===== src/rtl/hub75_pkg.sv =====
// ============================================================================
//  Module      : hub75_pkg
//  Description : Shared types and default widths for the HUB75 receiver.
//  Revision    : 1.0 - initial release
// ============================================================================
`default_nettype none

package hub75_pkg;

    localparam int unsigned HPIXEL_DEF    = 64;
    localparam int unsigned VPIXEL_DEF    = 64;
    localparam int unsigned SEGMENTS_DEF  = 2;
    localparam int unsigned BPP_DEF       = 8;
    localparam int unsigned ON_CNT_WD_DEF = 20;

    localparam int unsigned ADDR_W  = $clog2(VPIXEL_DEF / SEGMENTS_DEF);
    localparam int unsigned PLANE_W = $clog2(BPP_DEF);
    localparam int unsigned DATA_W  = 3 * SEGMENTS_DEF * HPIXEL_DEF;

    typedef enum logic [1:0] {
        WAIT_HIGH = 2'd0,
        BLANK     = 2'd1,
        ON        = 2'd2
    } hub75_rx_state_e;

    typedef struct packed {
        logic [ADDR_W-1:0]        addr;
        logic [PLANE_W-1:0]       plane;
        logic [ON_CNT_WD_DEF-1:0] on_cnt;
        logic [DATA_W-1:0]        data;
    } hub75_evt_t;

endpackage

`default_nettype wire


===== src/rtl/hub75_edge_sync.sv =====
// ============================================================================
//  Module      : hub75_edge_sync
//  Description : One-bit input conditioner with level, rise and fall outputs.
//                HUB75_RX_SYNC_EN selects a 2-flop synchronizer instead of a
//                single input register.
//  Revision    : 1.0 - initial release
// ============================================================================
`default_nettype none

module hub75_edge_sync (
    input  logic clk,
    input  logic rst,
    input  logic i_d,
    output logic o_level,
    output logic o_rise,
    output logic o_fall
);

    logic r_sync;
    logic r_dly;

`ifdef HUB75_RX_SYNC_EN
    logic r_meta;

    always_ff @(posedge clk) begin
        if (rst) begin
            r_meta <= 1'b0;
            r_sync <= 1'b0;
        end else begin
            r_meta <= i_d;
            r_sync <= r_meta;
        end
    end
`else
    always_ff @(posedge clk) begin
        if (rst) begin
            r_sync <= 1'b0;
        end else begin
            r_sync <= i_d;
        end
    end
`endif

    always_ff @(posedge clk) begin
        if (rst) begin
            r_dly <= 1'b0;
        end else begin
            r_dly <= r_sync;
        end
    end

    assign o_level = r_sync;
    assign o_rise  = r_sync & ~r_dly;
    assign o_fall  = ~r_sync & r_dly;

endmodule

`default_nettype wire


===== src/rtl/hub75_rx.sv =====
// ============================================================================
//  Module      : hub75_rx
//  Description : HUB75 panel-side receiver: captures latched columns, measures
//                OE-active time, infers bit plane, emits line events.
//                Define HUB75_RX_SYNC_EN for asynchronous HUB75 pins.
//  Revision    : 1.0 - initial release
// ============================================================================
`default_nettype none

module hub75_rx
    import hub75_pkg::*;
#(
    parameter int hpixel_p    = 64,
    parameter int vpixel_p    = 64,
    parameter int segments_p  = 2,
    parameter int bpp_p       = 8,
    parameter int on_cnt_wd_p = 20
) (
    input  logic                                   clk,
    input  logic                                   rst,
    input  logic                                   i_hub_clk,
    input  logic                                   i_hub_lat,
    input  logic                                   i_hub_oe_n,
    input  logic [$clog2(vpixel_p/segments_p)-1:0] i_hub_addr,
    input  logic [3*segments_p-1:0]                i_hub_rgb,
    output logic                                   o_evt_valid,
    input  logic                                   i_evt_ready,
    output logic [$clog2(vpixel_p/segments_p)-1:0] o_evt_addr,
    output logic [$clog2(bpp_p)-1:0]               o_evt_plane,
    output logic [on_cnt_wd_p-1:0]                 o_evt_on_cnt,
    output logic [3*segments_p*hpixel_p-1:0]       o_evt_data,
    output logic                                   o_shift_err,
    output logic                                   o_overrun
);

    localparam int c_ADDR_W  = $clog2(vpixel_p / segments_p);
    localparam int c_PLANE_W = $clog2(bpp_p);
    localparam int c_RGB_W   = 3 * segments_p;
    localparam int c_DATA_W  = 3 * segments_p * hpixel_p;
    localparam int c_SCNT_W  = $clog2(hpixel_p + 2);

    localparam logic [c_PLANE_W-1:0] c_PLANE_MAX = c_PLANE_W'(bpp_p - 1);
    localparam logic [c_SCNT_W-1:0]  c_SCNT_FULL = c_SCNT_W'(hpixel_p);
    localparam logic [c_SCNT_W-1:0]  c_SCNT_SAT  = c_SCNT_W'(hpixel_p + 1);

    logic w_clk_lvl, w_clk_rise, w_clk_fall;
    logic w_lat_lvl, w_lat_rise, w_lat_fall;
    logic w_oe_lvl,  w_oe_rise,  w_oe_fall;
    logic w_unused;

    hub75_edge_sync u_sync_clk (
        .clk(clk), .rst(rst), .i_d(i_hub_clk),
        .o_level(w_clk_lvl), .o_rise(w_clk_rise), .o_fall(w_clk_fall)
    );
    hub75_edge_sync u_sync_lat (
        .clk(clk), .rst(rst), .i_d(i_hub_lat),
        .o_level(w_lat_lvl), .o_rise(w_lat_rise), .o_fall(w_lat_fall)
    );
    hub75_edge_sync u_sync_oe (
        .clk(clk), .rst(rst), .i_d(i_hub_oe_n),
        .o_level(w_oe_lvl), .o_rise(w_oe_rise), .o_fall(w_oe_fall)
    );

    assign w_unused = ^{w_clk_lvl, w_clk_fall, w_lat_lvl, w_lat_fall};

    // Buses get the same flop depth as the edge conditioners so they stay aligned.
    logic [c_RGB_W-1:0]  r_rgb;
    logic [c_ADDR_W-1:0] r_addr;

`ifdef HUB75_RX_SYNC_EN
    logic [c_RGB_W-1:0]  r_rgb_meta;
    logic [c_ADDR_W-1:0] r_addr_meta;

    always_ff @(posedge clk) begin
        if (rst) begin
            r_rgb_meta  <= '0;
            r_addr_meta <= '0;
            r_rgb       <= '0;
            r_addr      <= '0;
        end else begin
            r_rgb_meta  <= i_hub_rgb;
            r_addr_meta <= i_hub_addr;
            r_rgb       <= r_rgb_meta;
            r_addr      <= r_addr_meta;
        end
    end
`else
    always_ff @(posedge clk) begin
        if (rst) begin
            r_rgb  <= '0;
            r_addr <= '0;
        end else begin
            r_rgb  <= i_hub_rgb;
            r_addr <= i_hub_addr;
        end
    end
`endif

    logic [c_DATA_W-1:0] r_shift, r_latch, w_shift_nxt;
    logic [c_SCNT_W-1:0] r_scnt, w_scnt_nxt;
    logic                r_shift_err;

    always_comb begin
        w_shift_nxt = r_shift;
        w_scnt_nxt  = r_scnt;
        if (w_clk_rise) begin
            w_shift_nxt = {r_rgb, r_shift[c_DATA_W-1:c_RGB_W]};
            if (r_scnt != c_SCNT_SAT) begin
                w_scnt_nxt = r_scnt + c_SCNT_W'(1);
            end
        end
    end

    // A latch in the same cycle as a shift sees the post-shift contents.
    always_ff @(posedge clk) begin
        if (rst) begin
            r_shift     <= '0;
            r_latch     <= '0;
            r_scnt      <= '0;
            r_shift_err <= 1'b0;
        end else begin
            r_shift <= w_shift_nxt;
            if (w_lat_rise) begin
                r_latch <= w_shift_nxt;
                r_scnt  <= '0;
                if (w_scnt_nxt != c_SCNT_FULL) begin
                    r_shift_err <= 1'b1;
                end
            end else begin
                r_scnt <= w_scnt_nxt;
            end
        end
    end

    hub75_rx_state_e r_state, w_state_nxt;
    logic            w_start, w_run, w_stop;

    always_ff @(posedge clk) begin
        if (rst) begin
            r_state <= WAIT_HIGH;
        end else begin
            r_state <= w_state_nxt;
        end
    end

    always_comb begin
        w_state_nxt = r_state;
        w_start     = 1'b0;
        w_run       = 1'b0;
        w_stop      = 1'b0;
        case (r_state)
            WAIT_HIGH: begin
                if (w_oe_lvl) begin
                    w_state_nxt = BLANK;
                end
            end
            BLANK: begin
                if (w_oe_fall) begin
                    w_start     = 1'b1;
                    w_state_nxt = ON;
                end
            end
            ON: begin
                if (w_oe_rise) begin
                    w_stop      = 1'b1;
                    w_state_nxt = BLANK;
                end else begin
                    w_run = 1'b1;
                end
            end
            default: w_state_nxt = WAIT_HIGH;
        endcase
    end

    logic                   r_seen;
    logic [c_ADDR_W-1:0]    r_cap_addr;
    logic [c_PLANE_W-1:0]   r_plane;
    logic [on_cnt_wd_p-1:0] r_on_cnt;
    logic [c_DATA_W-1:0]    r_snap;
    logic                   r_emit;

    always_ff @(posedge clk) begin
        if (rst) begin
            r_seen     <= 1'b0;
            r_cap_addr <= '0;
            r_plane    <= '0;
            r_on_cnt   <= '0;
            r_snap     <= '0;
            r_emit     <= 1'b0;
        end else begin
            r_emit <= w_stop;
            if (w_start) begin
                r_cap_addr <= r_addr;
                r_snap     <= r_latch;
                r_on_cnt   <= on_cnt_wd_p'(1);
                r_seen     <= 1'b1;
                if (!r_seen || (r_addr != r_cap_addr)) begin
                    r_plane <= '0;
                end else if (r_plane != c_PLANE_MAX) begin
                    r_plane <= r_plane + c_PLANE_W'(1);
                end
            end else if (w_run && (r_on_cnt != '1)) begin
                r_on_cnt <= r_on_cnt + on_cnt_wd_p'(1);
            end
        end
    end

    logic                   r_evt_valid;
    logic [c_ADDR_W-1:0]    r_evt_addr;
    logic [c_PLANE_W-1:0]   r_evt_plane;
    logic [on_cnt_wd_p-1:0] r_evt_on_cnt;
    logic [c_DATA_W-1:0]    r_evt_data;
    logic                   r_overrun;

    // A held event is never overwritten; a new one arriving under backpressure is lost.
    always_ff @(posedge clk) begin
        if (rst) begin
            r_evt_valid  <= 1'b0;
            r_evt_addr   <= '0;
            r_evt_plane  <= '0;
            r_evt_on_cnt <= '0;
            r_evt_data   <= '0;
            r_overrun    <= 1'b0;
        end else if (r_emit) begin
            if (!r_evt_valid || i_evt_ready) begin
                r_evt_valid  <= 1'b1;
                r_evt_addr   <= r_cap_addr;
                r_evt_plane  <= r_plane;
                r_evt_on_cnt <= r_on_cnt;
                r_evt_data   <= r_snap;
            end else begin
                r_overrun <= 1'b1;
            end
        end else if (r_evt_valid && i_evt_ready) begin
            r_evt_valid <= 1'b0;
        end
    end

    assign o_evt_valid  = r_evt_valid;
    assign o_evt_addr   = r_evt_addr;
    assign o_evt_plane  = r_evt_plane;
    assign o_evt_on_cnt = r_evt_on_cnt;
    assign o_evt_data   = r_evt_data;
    assign o_shift_err  = r_shift_err;
    assign o_overrun    = r_overrun;

endmodule

`default_nettype wire

===== config.mk =====
export PLATFORM = sky130hd
export DESIGN_NAME = hub75_rx
export DESIGN_NICKNAME = d
export VERILOG_FILES = /design/src/rtl/hub75_pkg.sv /design/src/rtl/hub75_edge_sync.sv /design/src/rtl/hub75_rx.sv
export SDC_FILE = /design/constraint.sdc
export NUM_CORES = 2
export LEC_CHECK = 0
export BUFFER_PORTS_ARGS = -buffer_cell sky130_fd_sc_hd__buf_2
export CAP_MARGIN = 20
export CORE_MARGIN = 8
export CORE_UTILIZATION = 50
export DETAILED_ROUTE_END_ITERATION = 8
export PLACE_DENSITY = 0.81
export REMOVE_ABC_BUFFERS = 1
export SYNTH_ARGS = -nofsm -noshare
export SYNTH_HDL_FRONTEND = slang
export SYNTH_SLANG_ARGS = --single-unit

===== constraint.sdc =====
create_clock -name clk -period 1.6 [get_ports clk]
set_input_delay 0.32 -clock clk [delete_from_list [all_inputs] [get_ports clk]]
set_output_delay 0.32 -clock clk [all_outputs]
set_load 0.01 [all_outputs]

After elaboration in Yosys (flattened, before gate mapping)
Index checks and enable logic that the tools add are counted.
{ "word_totals": {"input_bits": 17, "word_cells": 88, "ff_bits": 1623, "output_inout_bits": 415} }
{ "classes": {"muxes": 19, "n_bitwise": 10, "n_reduce_logical": 19, "eq_ne": 11, "addsub": 3} }
{ "op_table": {"columns": ["operator", "count"], "rows": [
  ["$mux W384", 1],
  ["$add A20 B1 Y20 const B", 1],
  ["$ne A20 B20 Y1 const B", 1],
  ["$mux W7", 2],
  ["$ne A7 B7 Y1 const B", 2],
  ["$mux W1", 10],
  ["$reduce_and A2 Y1", 5],
  ["$ne A2 B1 Y1 const B", 4],
  ["$add A7 B1 Y7 const B", 1],
  ["$mux W2", 3],
  ["$mux W3", 2],
  ["$not A1 Y1", 6],
  ["$pmux W2 S3", 1],
  ["$reduce_bool A2 Y1", 3],
  ["$reduce_or A2 Y1", 3],
  ["$ne A5 B5 Y1", 1],
  ["$and A1 B1 Y1", 4],
  ["$add A3 B1 Y3 const B", 1],
  ["$ne A3 B3 Y1 const B", 1],
  ["$reduce_and A3 Y1", 1],
  ["$eq A2 B1 Y1 const B", 1],
  ["$eq A2 B2 Y1 const B", 1],
  ["$logic_and A1 B1 Y1", 2],
  ["$logic_not A1 Y1", 2],
  ["other kinds (2)", 3]
]} }

Depth between registers and ports, before layout
{ "depth": {"depth_word": 7, "depth_mapped": 7, "depth_no_buf": 7} }

Modules after synthesis
A second synthesis with hierarchy kept.
{ "hier_totals": {"cells_unflattened": 5827, "hier_area_um2": 54473.5} }
{ "modules_own_cells": {"columns": ["module", "cells_per_inst", "instances", "area_each_um2", "seq_area_each_um2"], "rows": [
  ["hub75_rx", 5809, 1, 54278.3, 32371.0],
  ["hub75_edge_sync", 6, 3, 65.1, 40.0]
]} }

Least setup slack after synthesis
OpenSTA, ideal clock, no wires.
{ "synth_path": {"path_kind": "register to register", "start": "reg r_on_cnt[0]", "end": "reg r_on_cnt[0]", "required_ps": 1468, "synth_period_minus_slack_ps": 1778, "arrival_time_ps": 1646, "stages_incl_launch_ff": 7, "slack_ps": -178, "cell_sequence": "dfxtp_1 > ha_1 > nand2_1 > nor4_4 > a21oi_2 > xnor2_1 > a21oi_1"} }
{ "synth_between": {"elab_chain_cells": 3} }
{ "synth_lines": {"columns": ["item", "line_no", "rtl"], "rows": [
  ["start: declaration", "hub75_rx.sv:178", "logic [on_cnt_wd_p-1:0] r_on_cnt;"],
  ["start signal: assignment", "hub75_rx.sv:195", "r_on_cnt <= on_cnt_wd_p'(1);"],
  ["start signal: assignment", "hub75_rx.sv:203", "r_on_cnt <= r_on_cnt + on_cnt_wd_p'(1);"],
  ["$add A20 B1 Y20 / $ne A20 B20 Y1 (equally long branches)", "hub75_rx.sv:203, hub75_rx.sv:202", null],
  ["$mux W1 / $logic_and A1 B1 Y1 (equally long branches)", "hub75_rx.sv:202", "end else if (w_run && (r_on_cnt != '1)) begin"],
  ["$mux W1 / $reduce_bool A2 Y1 (equally long branches)", null, null]
]} }
Parallel ways exist; a longest one is shown, timed or not. The select of a mux whose other input is x is not followed.
A chain may end at the register's enable or synchronous reset.

Worst setup path after layout
{ "layout_path": {"start": "reg r_state[1]", "end": "reg r_snap[263]"} }
{ "layout_between": {"elab_chain_cells": 2} }
{ "layout_lines": {"columns": ["item", "line_no", "rtl"], "rows": [
  ["start: declaration", "hub75_rx.sv:135", "hub75_rx_state_e r_state, w_state_nxt;"],
  ["start signal: assignment", "hub75_rx.sv:142", "r_state <= w_state_nxt;"],
  ["$eq A2 B1 Y1", "hub75_rx.sv:151", "case (r_state)"],
  ["$mux W1", "hub75_rx.sv:151", null],
  ["end signal: assignment", "hub75_rx.sv:194", "r_snap <= r_latch;"],
  ["end: declaration", "hub75_rx.sv:179", "logic [c_DATA_W-1:0] r_snap;"]
]} }
Every way passes these cells.

==> impl_metrics.csv <==
group,metric,value,unit
route,drc,0,
layout,nFillCells,7948,
timing,worst_slack,-0.131,ns
synth,synth_area,0.0538,mm2
critical_path,reg2reg_depth,5,
hold_path,min_from,"rst",
power,cellLeakagePower,27.0,nW
synth,synth_cells,6248,
critical_path,end_kind,"register",
critical_path,max_stage_delay,0.61,ns
floorplanning,initial_core_util,50.4,%
hold_path,hp-class,"input pin to register",
global_route,grt_max_degree,106,
route,wl_per_cell,18.2,um
global_route,grt_pass1_wl,219000,um
clocking,cts_root_buf,"clkbuf_16",
critical_path,crit_required,2.22,ns
hold_path,min_to,"r_snap[123]",
synth,synth_ff_type,"dfxtp_1",
floorplanning,die_h,344,um
power,clkPwrFrac,45.6,%
timing,finClkSkew,0.0282,ns
hold_path,whs_path_depth,3,
floorplanning,dieArea,0.118,mm2
critical_path,crit_fanout,30,
floorplanning,ios,432,
clocking,cts.path.max_buffers,3,
clocking,cts_tree,"built",
placed_design,place_area,0.0592,mm2
run,max_cap_viol_count,0,
critical_path,crit_top_cell,"buf_12",
route,routed_wl,151000,um
power,p_int,64.6,mW
layout,fin_area,0.0680,mm2
global_route,antenna_found_initial,1,
timing,finalSetupViolCount,475,
layout,area_delta_synth_final,26.4,%
critical_path,rr_startpoint,"r_state[1]",
global_route,grt-ovfl-total,0,
placed_design,dp_hpwl,87800,um
status,status,"finished, violations left",
critical_path,startpoint_type,"register",
critical_path,crit_chain,"or4b_4 -> buf_12 -> buf_12 -> nand2_1 -> a21oi_1",
clocking,cts.htree.levels,4,
timing,finalCritPeriodShare,108,%
route,drtIter0Drc,3829,
timing,hold_slack,0.0862,ns
timing,fmax,578,MHz
synth,ys_types,46,
timing,hold_viol,0,
timing,worst_slew_pin_slew,0.478,ns
power,pwr-share-comb,4.1,%
critical_path,r2r-end,"r_snap[263]",
status,violations,"negative setup slack",
global_route,track_usage,22.0,%
layout,drive_gt1_share,20.0,%
route,detail-route-antenna-nets,0,
synth,synth_most_common_cell,"nand2_1",
floorplanning,rows,120,
route,viasPerCell,5.55,
route,dr.pass1.iters,6,
global_route,grt_pass1_vias,43200,
synth,yosys.area.top_type,"dfxtp_1",
power,swShare,21.8,%
timing,finalMaxSlewViolations,0,
placed_design,io_buffers,431,
synth,synth-seq-cells,1623,
power,p_switching,18.0,mW
synth,async_flop_share,0,%
power,power.density,1210,mW/mm2
synth,synth.top_cell.area_share,60.4,%
synth,ys_top_cells_by_count,"2385 x nand2_1, 1623 x dfxtp_1, 1193 x a21oi_1",
synth,synth-edff-count,0,
layout,nNetsFinal,6788,
clocking,path_clk_slew,0.06,ns
critical_path,worstSetupPathType,"register to register",
synth,avgSynthCellArea,8.62,um2
clocking,cts_buffers,158,
clocking,clk_latency,0.76,ns
power,ir_drop,0.900,mV
timing,grt_setup_unrepaired,"true",
floorplanning,core_area,0.107,mm2
timing,post-route-min-period,1.73,ns
floorplanning,die_w,344,um
layout,antennaDiodeCount,0,
synth,synth_area_leaders,"dfxtp_1 60%, nand2_1 17%, a21oi_1 11%, o22a_1 6.3%, clkbuf_1 3.0%",
clocking,cts_num_sinks,1623,
critical_path,cp.arrival,2.35,ns
synth,seq_area_frac_synth,60.4,%
critical_path,crit_path_top_delay_cell,"or4b_4",
critical_path,r2r_setup_slack,-0.13,ns
placed_design,gp_congestion,0.819,
synth,yosysWarnings,0,
timing,max_slew_margin,67.8,%
route,num_vias,46000,
power,p_seq_share,50.3,%
[worst max-delay path: cells and delay by family (launching register included)]
family | cells | cell delay, ns
AO/OA/AOI/OAI | 1 | 0.09
buffers and inverters | 2 | 0.39
flip-flops | 1 | 0.35
AND/OR/NAND/NOR | 2 | 0.70
[repair_timing]
action                     4_1_cts  5_1_grt
hold endpoints to repair        18        0
hold buffers                    16        0
setup buffers                   21       34
gates cloned                    11       43
resized for setup              131      289
pin swaps                       13      102
setup endpoints to repair      952     1259
[cells by family after synthesis]
logic type               share of synthesized area (%)
adder cells (fa/ha/maj)                          0.116
XOR/XNOR                                         0.407
AO/OA/AOI/OAI                                     17.6
AND/OR/NAND/NOR                                   17.9
buffers and inverters                             3.57
multiplexers                                    0.0744
flip-flops                                        60.4
[stage by stage]
stage          power [mW]  instances  setup WS (ns)  setup TNS (ns)  util [%]
3_5_place_dp         45.1       7888         -0.178          -54.77      55.4
5_1_grt              84.9       8285         -0.163          -45.96      63.7
4_1_cts              82.4       8212        -0.0973          -15.39      61.5
2_1_floorplan        43.8       5757         -59.41               -         -
6_report             82.6       8285         -0.131          -22.73      63.7
3_3_place_gp         45.0       7888        -0.0925          -24.86      55.4
[layer usage]
metal | part of all wire, % | global-route usage, %
met1 | 42 | 28.7
met2 | 49 | 37.5
met3 | 7.0 | 3.79
met4 | 2.9 | 6.55
met5 | 0 | 0
[worst max-delay path by stage]
stage | start | endpoint | slack, ns | cells after the start
final | r_state[1] | r_snap[263] | -0.13 | 5
after global routing | u_sync_clk.o_level | r_latch[39] | -0.16 | 9
after CTS | r_state[1] | r_snap[263] | -0.1 | 5
after detailed placement | i_evt_ready | o_evt_data[301] | -0.18 | 7
after global placement | r_state[1] | r_snap[382] | -0.09 | 5
after floorplan | u_sync_lat.o_level | r_scnt[6] | -59.41 | 3
[area by class of cell]
cell class / count / area (um2) / share of cell area, %
well taps: 1403 / 1760 / 2.58
clock inverters: 47 / 652 / 0.958
repair buffers: 849 / 7820 / 11.5
clock buffers: 229 / 4660 / 6.84
flip-flops and latches: 1623 / 32500 / 47.8
inverters: 5 / 18.8 / 0.0276
multi-input cells: 4129 / 20600 / 30.3
[power by group through the flow]
| stage | clock network, mW | logic (mW) | registers (mW) |
|---|---|---|---|
| 4_1_cts | 38.0 | 2.90 | 41.5 |
| 2_1_floorplan | 0 | 1.61 | 42.2 |
| 6_report | 37.6 | 3.40 | 41.6 |
| 5_1_grt | 39.7 | 3.60 | 41.6 |
| 3_3_place_gp | 0 | 2.61 | 42.4 |
| 3_5_place_dp | 0 | 2.66 | 42.4 |
[flip-flops by register name (all words and copies together) (netlist names), 2 cells and up]
register      count
o_evt_on_cnt     20
r_scnt            7
o_evt_data      384
r_addr            5
o_evt_addr        5
o_evt_plane       3
r_shift         384
r_state           2
r_rgb             6
r_cap_addr        5
r_plane           3
r_latch         384
r_on_cnt         20
r_snap          384
[cells in the final DEF (no fill, tap or decap), drive strengths merged, types with 4 or more instances in the layout]
cell and instances:
nand2 2385, dfxtp 1623, a21oi 1194, buf 796, o22a 385, clkbuf 263, nor2 39, clkinv 27
xnor2 21, nor2b 21, dlygate4sd3 16, nand3 12, bufinv 11, nor4 10, inv 9, nand4 8
clkinvlp 5, nor3 5, a211oi 5, ha 5, mux2i 4, nand2b 4, xor2 4
(Power assumes the default switching activity.)
